File: src/rtl/seq_decoder_if.sv
// Control/status bundle for seq_decoder: the controller drives enable, mode, address,
// load and direction. The decoder returns the one-hot lines, the index and the wrap pulse.
interface seq_decoder_if #(
    parameter int N = 3
);
    logic              en;
    logic              mode;
    logic [N-1:0]      A;
    logic              load;
    logic              dir;
    logic [(1<<N)-1:0] D;
    logic [N-1:0]      idx;
    logic              wrap;

    modport master (output en, mode, A, load, dir, input D, idx, wrap);
    modport slave  (input en, mode, A, load, dir, output D, idx, wrap);
endinterface

File: src/rtl/seq_decoder.sv
// N-to-2^N one-hot decoder. It either decodes A directly or auto-scans through all
// lines, dwelling DIV cycles on each line. D, idx and wrap are all registered.
module seq_decoder #(
    parameter int N   = 3,
    parameter int DIV = 4
) (
    input  logic         clk,
    input  logic         rst,
    seq_decoder_if.slave bus
);
    localparam int W  = 1 << N;
    localparam int DW = (DIV > 1) ? $clog2(DIV) : 1;
    localparam logic [DW-1:0] DWELL_LAST = DW'(DIV - 1);
    localparam logic [N-1:0]  IDX_LAST   = {N{1'b1}};

    typedef enum logic [1:0] {IDLE, DIRECT, SCAN} state_t;

    state_t        state, state_next;
    logic [W-1:0]  d_q, d_next;
    logic [N-1:0]  idx_q, idx_next;
    logic [DW-1:0] dwell_q, dwell_next;
    logic          wrap_q, wrap_next;

    function automatic logic [W-1:0] one_hot(input logic [N-1:0] i);
        return W'(1) << i;
    endfunction

    // NOTE: every always_comb output gets a default first, so no path can infer a latch.
    always_comb begin
        state_next = state;
        idx_next   = idx_q;
        dwell_next = '0;
        wrap_next  = 1'b0;
        if (!bus.en) begin
            state_next = IDLE;
        end else if (!bus.mode) begin
            state_next = DIRECT;
            idx_next   = bus.A;
        end else begin
            state_next = SCAN;
            // The entry edge from IDLE/DIRECT only restarts the dwell. Load and step act only once already scanning.
            if (state == SCAN) begin
                if (bus.load) begin
                    idx_next = bus.A;
                end else if (dwell_q == DWELL_LAST) begin
                    if (bus.dir) begin
                        idx_next  = idx_q - 1'b1;
                        wrap_next = (idx_q == '0);
                    end else begin
                        idx_next  = idx_q + 1'b1;
                        wrap_next = (idx_q == IDX_LAST);
                    end
                end else begin
                    dwell_next = dwell_q + 1'b1;
                end
            end
        end
        d_next = (state_next == IDLE) ? '0 : one_hot(idx_next);
    end

    // NOTE: sequential state uses non-blocking assignments only, so every register samples pre-edge values.
    always_ff @(posedge clk) begin
        if (rst) begin
            state   <= IDLE;
            d_q     <= '0;
            idx_q   <= '0;
            dwell_q <= '0;
            wrap_q  <= 1'b0;
        end else begin
            state   <= state_next;
            d_q     <= d_next;
            idx_q   <= idx_next;
            dwell_q <= dwell_next;
            wrap_q  <= wrap_next;
        end
    end

    assign bus.D    = d_q;
    assign bus.idx  = idx_q;
    assign bus.wrap = wrap_q;
endmodule
File: src/flat_wrapper.sv
// flat-port wrapper written by rule: the top's interface ports become plain ports
module seq_decoder_flat 
#(
    parameter int N   = 3,
    parameter int DIV = 4
)
  (clk, rst, bus_en, bus_mode, bus_A, bus_load, bus_dir, bus_D, bus_idx, bus_wrap);
  seq_decoder_if #(.N(N)) bus_i ();
  input  logic clk;
  input  logic rst;
  input wire logic [$bits(bus_i.en)-1:0] bus_en;
  input wire logic [$bits(bus_i.mode)-1:0] bus_mode;
  input wire logic [$bits(bus_i.A)-1:0] bus_A;
  input wire logic [$bits(bus_i.load)-1:0] bus_load;
  input wire logic [$bits(bus_i.dir)-1:0] bus_dir;
  output wire logic [$bits(bus_i.D)-1:0] bus_D;
  output wire logic [$bits(bus_i.idx)-1:0] bus_idx;
  output wire logic [$bits(bus_i.wrap)-1:0] bus_wrap;
  assign bus_i.en = bus_en;
  assign bus_i.mode = bus_mode;
  assign bus_i.A = bus_A;
  assign bus_i.load = bus_load;
  assign bus_i.dir = bus_dir;
  assign bus_D = bus_i.D;
  assign bus_idx = bus_i.idx;
  assign bus_wrap = bus_i.wrap;
  seq_decoder #(.N(N), .DIV(DIV)) u_core (.clk(clk), .rst(rst), .bus(bus_i));
endmodule
File: config.mk
export PLATFORM = sky130hd
export DESIGN_NAME = seq_decoder_flat
export DESIGN_NICKNAME = d
export VERILOG_FILES = /design/src/rtl/seq_decoder_if.sv /design/src/rtl/seq_decoder.sv /design/src/flat_wrapper.sv
export SDC_FILE = /design/constraint.sdc
export NUM_CORES = 1
export LEC_CHECK = 0
export ABC_AREA = 1
export CAP_MARGIN = 10
export CORE_AREA = 2 2 43 45
export DETAILED_ROUTE_END_ITERATION = 10
export DIE_AREA = 0 0 45 47
export PLACE_DENSITY = 0.7
export SYNTH_ARGS = -nofsm -noshare
export SYNTH_HDL_FRONTEND = slang
export SYNTH_SLANG_ARGS = --single-unit
File: constraint.sdc
create_clock -name clk -period 2 [get_ports clk]
set_input_delay 0.4 -clock clk [delete_from_list [all_inputs] [get_ports clk]]
set_output_delay 0.4 -clock clk [all_outputs]
set_load 0.02 [all_outputs]
-- After elaboration in Yosys (flattened, before gate mapping)
Cells that the tools add are included.
- flip-flop bits (word level): 16
- input bits: 9
- output and inout bits: 12
- word-level logic and storage cells: 30
- $add $sub $neg: 3
- equality and inequality tests: 3
- shift-type cells: 1
- multiplexer cells: 9
- bitwise logic cells: 4
- reduce and logical (&&, ||, !) cells: 5
- operator list (cell ; number):
    $mux 3 ; 6
    $reduce_or 6->1 ; 2
    $shl 1x3->8 const A ; 1
    $eq 2x2->1 const B ; 2
    $mux 2 ; 2
    $not 1->1 ; 4
    $add 3x1->3 const B ; 1
    $eq 3x3->1 const B ; 1
    $logic_not 3->1 ; 1
    $sub 3x1->3 const B ; 1
    $add 2x1->2 const B ; 1
    $logic_not 2->1 ; 1
    $reduce_or 2->1 ; 1
    $mux 1 ; 1

-- Depth between registers and ports, before layout
- depth after elaboration: 8
- gate-level depth with buffers: 12
- depth with buffers taken out: 12

-- Worst setup path after synthesis
Ideal clock, no wire load.
- kind: reg-to-reg
- start point: register u_core.idx_q[0] (netlist: u_core.bus.idx[0])
- end point: register u_core.d_q[4] (netlist: u_core.bus.D[4])
- library setup time: 0.114 ns
- arrival: 1.489 ns
- data required time: 1.886 ns
- slack: 0.397 ns
- cell stages (with the launch flop): 12
- path buffers: 0
- clock period less this slack: 1.603 ns
- cell sequence: dfxtp_1 > fa_1 > nand2_1 > nand3_1 > nand2_1 > nand3_1 > nand2_1 > nand2_1 > nand2_1 > nand2_1 > nand2_1 > nor2_1
- cells in the longest elaborated chain, start to end: 8
- elaborated cells between the ends (all ways): 9
- classes of those cells: add/sub: 2; shift: 1; mux: 6
- ends and longest elaborated chain (item ; line ; text):
    start: declaration ; seq_decoder.sv:20 ; logic [N-1:0] idx_q, idx_next;
    start signal: assignment ; seq_decoder.sv:72 ; idx_q <= idx_next;
    $add 3x1->3 or $sub 3x1->3 (tied branches) ; seq_decoder.sv:50, seq_decoder.sv:47 ;
    $mux 3 ; seq_decoder.sv:46 ; if (bus.dir) begin
    $mux 3 ; seq_decoder.sv:45 ; end else if (dwell_q == DWELL_LAST) begin
    $mux 3 ; seq_decoder.sv:43 ; if (bus.load) begin
    $mux 3 ; seq_decoder.sv:42 ; if (state == SCAN) begin
    $mux 3 ; seq_decoder.sv:36 ; end else if (!bus.mode) begin
    $mux 3 (*) ; seq_decoder.sv:34 ; if (!bus.en) begin
    $shl 1x3->8 (*) ; seq_decoder.sv:25 ; return W'(1) << i;
    end signal: assignment ; seq_decoder.sv:71 ; d_q <= d_next;
    end: declaration ; seq_decoder.sv:19 ; logic [W-1:0] d_q, d_next;
Every way passes the cells marked *; elsewhere a longest branch is shown, timed or not.
A chain may end at the register's enable or synchronous reset.

-- Final worst setup path
- start point: input bus_dir
- end point: register u_core.d_q[6] (netlist: u_core.bus.D[6])
- cells in the longest elaborated chain, start to end: 7
- ends and longest elaborated chain (item ; line ; text):
    start: declaration ; flat_wrapper.sv:15 ; input wire logic [$bits(bus_i.dir)-1:0] bus_dir;
    $mux 3 ; seq_decoder.sv:46 ;
    $mux 3 ; seq_decoder.sv:45 ;
    $mux 3 ; seq_decoder.sv:43 ;
    $mux 3 ; seq_decoder.sv:42 ;
    $mux 3 ; seq_decoder.sv:36 ;
    $mux 3 ; seq_decoder.sv:34 ;
    $shl 1x3->8 ; seq_decoder.sv:25 ;
Every way passes these cells.

==> qor.yml <==
final_layout:
  diodes: 0
  syn_to_final_growth_pct: 39.0
  finalNetCount: 136
  drive_gt1_share_pct: 10.5
sta:
  clock.fmax_mhz: 547
  drv_slew: 0
  whs_ns: 0.422
  clock_skew_ns: 0.00660
  rsz0062_at_grt: "false"
  finalCriticalPeriod_ns: 1.83
  hold_viol_final: 0
  finalCritPeriodShare_pct: 91.3
  finalSetupViolCount: 0
  slew_headroom_pct: 82.4
  worst_pin_slew_ns: 0.264
grt:
  grt_pass1_vias: 587
  grt_pass1_wl_um: 2410
  grt_max_degree: 10
  gr-usage-all-layers_pct: 15.7
  grt_overflow_total: 0
  antenna_found_initial: 0
synthesis:
  synth-simple-area-share_pct: 36.1
  syn_area_um2: 699
  synth_edf_count: 0
  synth_xor_xnor_area_share_pct: 0
  ys_ff_latch: 16
  synth_compound_area_share_pct: 5.37
  synth_ff_type: "dfxtp_1"
  yosysWarnings: 0
  synth_most_common_cell: "nand2_1"
  async_reset_ff_share_pct: 0
  synthCells: 98
  yosys.area_share.adder_pct: 4.65
  synth_top_cell_by_area: "dfxtp_1"
  syn_nets: 109
  synthTopCellsByArea: "dfxtp_1, nand2_1, nor2_1, inv_1, nand3_1"
  synth_top_area_share_pct: 45.8
  syn_area_per_cell_um2: 7.14
  ys_seq_area_share_pct: 45.8
  synthDistinctLibCells: 18
  synthMuxAreaShare_pct: 0
  synth_top_family_by_area: "simple AND/OR/NAND/NOR gates"
  synthTopCellsByCount: "nand2_1, nor2_1, dfxtp_1, inv_1, nand3_1"
floorplan:
  io_pins: 21
  fp-row-count: 15
  fp.coreArea_um2: 1650
  initial_core_util_pct: 42.3
  dieArea_um2: 2120
  die_x_um: 45
  die_y_um: 47
run:
  maxCapViolations: 0
placed_design:
  portBuffers: 20
  dp_hpwl_um: 1160
  place_congestion: 0.834
pwr:
  power_density_nw_per_um2: 677
  peakVddDrop_mv: 0.320
  power_leakage_nw: 0.426
  power_w: 0.000658
cts:
  cts_buffers: 3
  clk_latency_ns: 0.28
  ctsHoldBuffers: 0
  tritoncts: "done"
  cts_resized: 0
  clock_path_buffers: 2
  cts_setup_buffers: 0
  htreeDepth: 1
  clkSlewWorstSetupHoldPaths_ns: 0.10
  cts_root_buffer: "clkbuf_4"
  clock_sinks: 16
worst_setup_path:
  cp.arrival_ns: 2.01
  cp_max_fo: 4
  path_class: "input port to register"
  required_ns: 2.18
  worstSetupEndpointType: "register"
  crit_path_start_kind: "input port"
route:
  wl_per_cell_um: 10.5
  drt_wl_total_um: 1480
  first_pass_iters: 5
  first_iter_violations: 14
  vias: 680
  antenna_left: 0
  viasPerCell: 4.82
  drc: 0
outcome:
  status: "complete, no violations"
worst_hold_path:
  min_path_type: "register to register"
[layer usage]
layer	up-vias	track usage, %	share of wire (%)
met5	-	0	0
met4	0	7.06	0.68
met3	2	2.31	6.8
met2	26	26.3	48
met1	296	20.2	44
li1	356	-	-
[registers in the layout (all words and copies together) (netlist names)]
signal,cells
u_core.bus.D,8
u_core.bus.idx,3
u_core.state,2
u_core.dwell_q,2
u_core.bus.wrap,1
[through the flow]
stage               instance area (um^2)  std cells  util [%]  setup WS, ns  setup TNS (ns)
finish                               972        141      58.9         0.173               0
global route                         972        141      58.9       0.00123               0
CTS                                  972        141      58.9         0.166               0
detailed placement                   936        137      56.7        -0.113          -0.798
global placement                     936        137      56.7       -0.0380          -0.243
floorplan                            699         98         -         0.397               0
[placed cells by master, fill, tap and decap left out, types with 2 or more instances in the layout]
cell and n:
clkbuf_4 3, o21ai_0 3, nand4_1 3, a21oi_1 2, nand2_1 24, nand3_1 6
inv_1 12, clkdlybuf4s50_1 20, buf_4 2, nor2_1 20, dfxtp_1 16, inv_2 3
[where the power goes]
group / switching [W] / internal [W]
Sequential: 0.00000904 / 0.000328
Combinational: 0.0000608 / 0.0000503
Clock: 0.0000993 / 0.000111
[kinds of logic after synthesis]
group                      count (synthesis)
and+or+nand+nor                           58
DFF                                       16
buffers and inverters                     15
AOI/OAI and AO/OA                          7
adders and majority gates                  2
[worst paths after layout]
kind                  endpoint  cells past startpoint  slack, ns              start
max            u_core.bus.D[6]                     12       0.17            bus_dir
min          u_core.dwell_q[0]                      1       0.42  u_core.dwell_q[0]
max reg2reg    u_core.bus.D[6]                     11       0.29  u_core.bus.idx[0]
min reg2reg  u_core.dwell_q[0]                      1       0.42  u_core.dwell_q[0]
[critical path, stage by stage]
cell             delay (ns)
clkdlybuf4s50_1        0.44
fa_1                   0.40
nand2_1                0.10
nand3_1                0.08
nand2_1                0.06
nand3_1                0.06
nand2_1                0.06
nand2_1                0.05
nand2_1                0.09
nand2_1                0.06
nand2_1                0.13
nor2_1                 0.06
[final cells by class]
type	instances	area, um^2
Timing Repair Buffer	22	215
Inverter	15	56.3
Fill cell	154	679
Sequential cell	16	320
Tap cell	17	21.3
Clock buffer	4	36.3
Multi-Input combinational cell	67	323
(Power assumes the default switching activity.)
